`src/rtl/serial_rx_ctrl.sv`:
```
// LSB-first serial-to-parallel receiver: frames on start, counts WIDTH qualified bits,
// queues completed words in a 2-entry valid/ready buffer with overrun and frame accounting.
module serial_rx_ctrl #(
  parameter int WIDTH = 8,
  parameter int CNT_W = 4
) (
  input  logic             i_clk,
  input  logic             i_rst,
  input  logic             i_start,
  input  logic             i_din,
  input  logic             i_din_vld,
  input  logic             i_out_ready,
  input  logic             i_ovr_clr,
  output logic [WIDTH-1:0] o_out_data,
  output logic             o_out_valid,
  output logic             o_busy,
  output logic             o_done,
  output logic             o_overrun,
  output logic [7:0]       o_frame_cnt
);

  typedef enum logic {ST_IDLE = 1'b0, ST_SHIFT = 1'b1} state_t;

  state_t           r_state;
  state_t           w_next_state;
  logic [WIDTH-1:0] r_sr;
  logic [CNT_W-1:0] r_cnt;
  logic [WIDTH-1:0] r_buf0;
  logic [WIDTH-1:0] r_buf1;
  logic [1:0]       r_count;
  logic             r_done;
  logic             r_overrun;
  logic [7:0]       r_frame_cnt;

  logic             w_clear;
  logic             w_shift;
  logic             w_complete;
  logic             w_pop;
  logic             w_push;
  logic             w_drop;
  logic [WIDTH-1:0] w_word;

  assign w_word = {i_din, r_sr[WIDTH-1:1]};

  always_ff @(posedge i_clk) begin
    if (i_rst) begin
      r_state <= ST_IDLE;
    end else begin
      r_state <= w_next_state;
    end
  end

  // start always wins over din_vld, including on the would-be final bit
  always_comb begin
    w_next_state = r_state;
    w_clear      = 1'b0;
    w_shift      = 1'b0;
    w_complete   = 1'b0;
    case (r_state)
      ST_IDLE: begin
        if (i_start) begin
          w_clear      = 1'b1;
          w_next_state = ST_SHIFT;
        end
      end
      ST_SHIFT: begin
        if (i_start) begin
          w_clear = 1'b1;
        end else if (i_din_vld) begin
          if (r_cnt == CNT_W'(WIDTH - 1)) begin
            w_complete   = 1'b1;
            w_next_state = ST_IDLE;
          end else begin
            w_shift = 1'b1;
          end
        end
      end
      default: w_next_state = ST_IDLE;
    endcase
  end

  // A full buffer still accepts a completing word if the head is popped this cycle
  assign w_pop  = (r_count != 2'd0) && i_out_ready;
  assign w_push = w_complete && ((r_count != 2'd2) || w_pop);
  assign w_drop = w_complete && !w_push;

  always_ff @(posedge i_clk) begin
    if (i_rst) begin
      r_sr  <= '0;
      r_cnt <= '0;
    end else if (w_clear) begin
      r_sr  <= '0;
      r_cnt <= '0;
    end else if (w_shift) begin
      r_sr  <= w_word;
      r_cnt <= r_cnt + 1'b1;
    end else if (w_complete) begin
      r_cnt <= '0;
    end
  end

  always_ff @(posedge i_clk) begin
    if (i_rst) begin
      r_buf0  <= '0;
      r_buf1  <= '0;
      r_count <= 2'd0;
    end else begin
      case ({w_push, w_pop})
        2'b11: begin
          if (r_count == 2'd1) begin
            r_buf0 <= w_word;
          end else begin
            r_buf0 <= r_buf1;
            r_buf1 <= w_word;
          end
        end
        2'b10: begin
          if (r_count == 2'd0) begin
            r_buf0 <= w_word;
          end else begin
            r_buf1 <= w_word;
          end
          r_count <= r_count + 2'd1;
        end
        2'b01: begin
          r_buf0  <= r_buf1;
          r_count <= r_count - 2'd1;
        end
        default: ;
      endcase
    end
  end

  always_ff @(posedge i_clk) begin
    if (i_rst) begin
      r_done      <= 1'b0;
      r_overrun   <= 1'b0;
      r_frame_cnt <= 8'd0;
    end else begin
      r_done <= w_complete;
      if (w_drop) begin
        r_overrun <= 1'b1;
      end else if (i_ovr_clr) begin
        r_overrun <= 1'b0;
      end
      if (w_push) begin
        r_frame_cnt <= r_frame_cnt + 8'd1;
      end
    end
  end

  assign o_out_data  = r_buf0;
  assign o_out_valid = (r_count != 2'd0);
  assign o_busy      = (r_state == ST_SHIFT);
  assign o_done      = r_done;
  assign o_overrun   = r_overrun;
  assign o_frame_cnt = r_frame_cnt;

endmodule
```
`config.mk`:
```
export PLATFORM = sky130hd
export DESIGN_NAME = serial_rx_ctrl
export DESIGN_NICKNAME = d
export VERILOG_FILES = /design/src/rtl/serial_rx_ctrl.sv
export SDC_FILE = /design/constraint.sdc
export NUM_CORES = 1
export LEC_CHECK = 0
export ABC_AREA = 1
export BUFFER_PORTS_ARGS = -buffer_cell sky130_fd_sc_hd__buf_2
export CAP_MARGIN = 20
export CORE_ASPECT_RATIO = 1.1
export CORE_MARGIN = 2
export CORE_UTILIZATION = 30
export CTS_CLUSTER_DIAMETER = 40
export DETAILED_ROUTE_END_ITERATION = 16
export PLACE_DENSITY_LB_ADDON = 0.15
export SYNTH_ARGS = -nofsm -noshare
export SYNTH_HDL_FRONTEND = slang
export SYNTH_SLANG_ARGS = --single-unit
export TNS_END_PERCENT = 30
```
`constraint.sdc`:
```
create_clock -name i_clk -period 3.4 [get_ports i_clk]
set_clock_uncertainty 0.1 [all_clocks]
set_input_delay 0.34 -clock i_clk [delete_from_list [all_inputs] [get_ports i_clk]]
set_output_delay 0.34 -clock i_clk [all_outputs]
set_load 0.005 [all_outputs]
```
==> flow_metrics.env <==
export IMPL_outcome="complete, no violations"
export IMPL_cp_start_kind="flop"
export IMPL_power_total_uw=973
export IMPL_vias=1829
export IMPL_vias_per_cell=4.56
export IMPL_slew_headroom=0.599
export IMPL_fmax_mhz=382
export IMPL_slew_viol_final=0
export IMPL_fp_dieH_um=91.6
export IMPL_dieArea_mm2=0.00767
export IMPL_synth_area_leaders="dfxtp_1 38%, nand2_1 13%, a21oi_1 7.9%, inv_1 7.2%, o21ai_0 7.2%"
export IMPL_cts_tree="built"
export IMPL_grt_pass1_wl_um=7800
export IMPL_cts_buffers=5
export IMPL_drive_above_1_share=0.144
export IMPL_synth_adder_area_share=0.0478
export IMPL_clock_sinks=40
export IMPL_power_density_mw_per_mm2=412
export IMPL_cts_root_buf="clkbuf_8"
export IMPL_synth_seq_area_share=0.382
export IMPL_synth_top_area_frac=0.382
export IMPL_grt_pass1_vias=1681
export IMPL_grt_start_max_net_pins=22
export IMPL_rows=31
export IMPL_fin_hold_ws_ns=0.147
export IMPL_synthSimpleGateAreaFrac=0.269
export IMPL_hold_class="primary input to flop"
export IMPL_ys_ff_latch=40
export IMPL_rsz0062_at_grt="false"
export IMPL_start_util=0.314
export IMPL_postCtsSetupRepairBufs=0
export IMPL_path_class="flop to flop"
export IMPL_area_delta_synth_final_pct=12.8
export IMPL_netlist_instances=295
export IMPL_htree_levels=2
export IMPL_drt_iter0_drc=115
export IMPL_worst_slack_ns=0.785
export IMPL_fin_crit_ns=2.62
export IMPL_avgSynthCellArea_um2=7.10
export IMPL_cellLeakagePower_uw=0.000999
export IMPL_synthMuxAreaShare=0
export IMPL_antenna_found_initial=0
export IMPL_antenna_left=0
export IMPL_ir_drop_mv=0.128
export IMPL_cp_data_arrival_time_ns=2.74
export IMPL_synth_warnings=0
export IMPL_cts_hold_buf=0
export IMPL_end_kind="flop"
export IMPL_syn_nets=310
export IMPL_post_route_period_util=0.769
export IMPL_coreArea_mm2=0.00667
export IMPL_grtUsageTotal=0.125
export IMPL_worstPathMaxFanout=16
export IMPL_num_antenna_cells=0
export IMPL_pre_cts_slack_ns=0.790
export IMPL_grt_ovfl_total=0
export IMPL_yosys_area_top_type="dfxtp_1"
export IMPL_dieWidth_um=83.7
export IMPL_yosysUniqueCellTypes=28
export IMPL_drt_pre_antenna_iters=4
export IMPL_path_clk_slew_ns=0.08
export IMPL_maxCapViolCount=0
export IMPL_synth_top_family_by_area="simple AND/OR/NAND/NOR gates"
export IMPL_hold_viol_final=0
export IMPL_clkLatencyLatePin_ns=0.29
export IMPL_dpl_hpwl_um=3230
export IMPL_tightest_slew_ns=0.602
export IMPL_utilization=0.354
export IMPL_cts_buffer_depth=2
export IMPL_cts_resized_gates=0
export IMPL_setup_viol=0
export IMPL_place_gp_congestion=0.749
export IMPL_synth_xor_area_frac=0.0125
export IMPL_drc=0
export IMPL_nets=334
export IMPL_finalSetupTns_ns=0
export IMPL_io_pins=27
export IMPL_avgRoutedWirePerCell_um=11.3
export IMPL_synth_compound_area_frac=0.178
export IMPL_wl_um=4540
export IMPL_syn_area_mm2=0.00209
export IMPL_worstPathRequired_ns=3.52
export IMPL_io_buffers=26
-- cells in the mapped netlist --
cell,number
buf_2,3
inv_6,1
buf_1,1
nor2_8,1
nor2_1,28
o21ai_2,1
inv_1,40
inv_2,3
nand2_4,3
o32ai_1,1
nand3b_1,1
nand3_4,3
o211ai_1,2
buf_4,2
ha_1,8
xor2_1,3
a211oi_1,1
a21oi_1,33
clkbuf_1,1
o21bai_1,1
o21ai_0,30
nand2_1,72
nand2_8,1
nor3_1,2
buf_6,2
o21ai_1,2
nand3_1,9
dfxtp_1,40
-- final cells by class --
type	count	area [um2]
repair buffers	26	130
flip-flops and latches	40	801
clock buffers	7	96.3
fillers	717	4310
multi-input cells	202	1060
well taps	82	103
inverters	44	170
-- through the flow --
step / instance area (um2) / std cells
3_3_place_gp: 2270 / 394
3_5_place_dp: 2270 / 394
4_1_cts: 2360 / 401
6_report: 2360 / 401
5_1_grt: 2360 / 401
2_1_floorplan: 2090 / 295
-- per-layer routing --
| layer | part of all wire | wire [um] | global-route usage | up-vias |
|---|---|---|---|---|
| met5 | 0 | 0 | 0 | - |
| met4 | 0.015 | 70 | 0.0497 | 0 |
| met3 | 0.044 | 201 | 0.0342 | 6 |
| met2 | 0.44 | 2000 | 0.195 | 34 |
| met1 | 0.50 | 2270 | 0.163 | 807 |
| li1 | - | - | - | 982 |
-- cells by family after synthesis --
kind of cell,after synthesis
adder cells (fa/ha/maj),8
XOR/XNOR,3
AO/OA/AOI/OAI,71
buffers and inverters,53
flip-flops,40
AND/OR/NAND/NOR,120
-- layout by cell type (no fill, tap or decap), drive strengths merged --
cell type and count:
ha 8, nor2 29, a21oi 33, inv 44, nand3 12, clkbuf 7, o21bai 1, nor3 2
buf 26, nand3b 1, dfxtp 40, o21ai 33, a211oi 1, nand2 76, o211ai 2, xor2 3
o32ai 1
-- registers in the layout, indices dropped and copies added, names as in the netlist --
register	cells
r_buf1	8
o_out_data	8
o_busy	1
r_sr	7
o_done	1
r_cnt	4
r_count	2
o_frame_cnt	8
o_overrun	1
-- power breakdown --
part           internal (uW)  leakage [uW]  switching [uW]
clock                    181     0.0000503             163
combinational           49.0      0.000625            89.9
sequential               483      0.000324            7.57
total                    713      0.000999             260
-- path summary, 6_finish.rpt --
check,startpoint,end,slack (ns),cells past startpoint
max,r_count[0],r_buf1[5],0.78,12
min reg2reg,r_buf1[2],r_buf1[2],0.36,2
min,i_ovr_clr,o_overrun,0.15,2
max reg2reg,r_count[0],r_buf1[5],0.78,12
-- worst max-delay path, cell delays in order, from the launching register on --
cell and delay [ns]:
dfxtp_1 0.33, inv_1 0.07, ha_1 0.25, inv_2 0.13
nand2_8 0.08, nand2_4 0.09, nand2_4 0.11, inv_6 0.11
ha_1 0.36, inv_1 0.12, o21ai_2 0.50, o21ai_0 0.14
a21oi_1 0.14
Note: power is estimated with default switching activity, not from simulation.
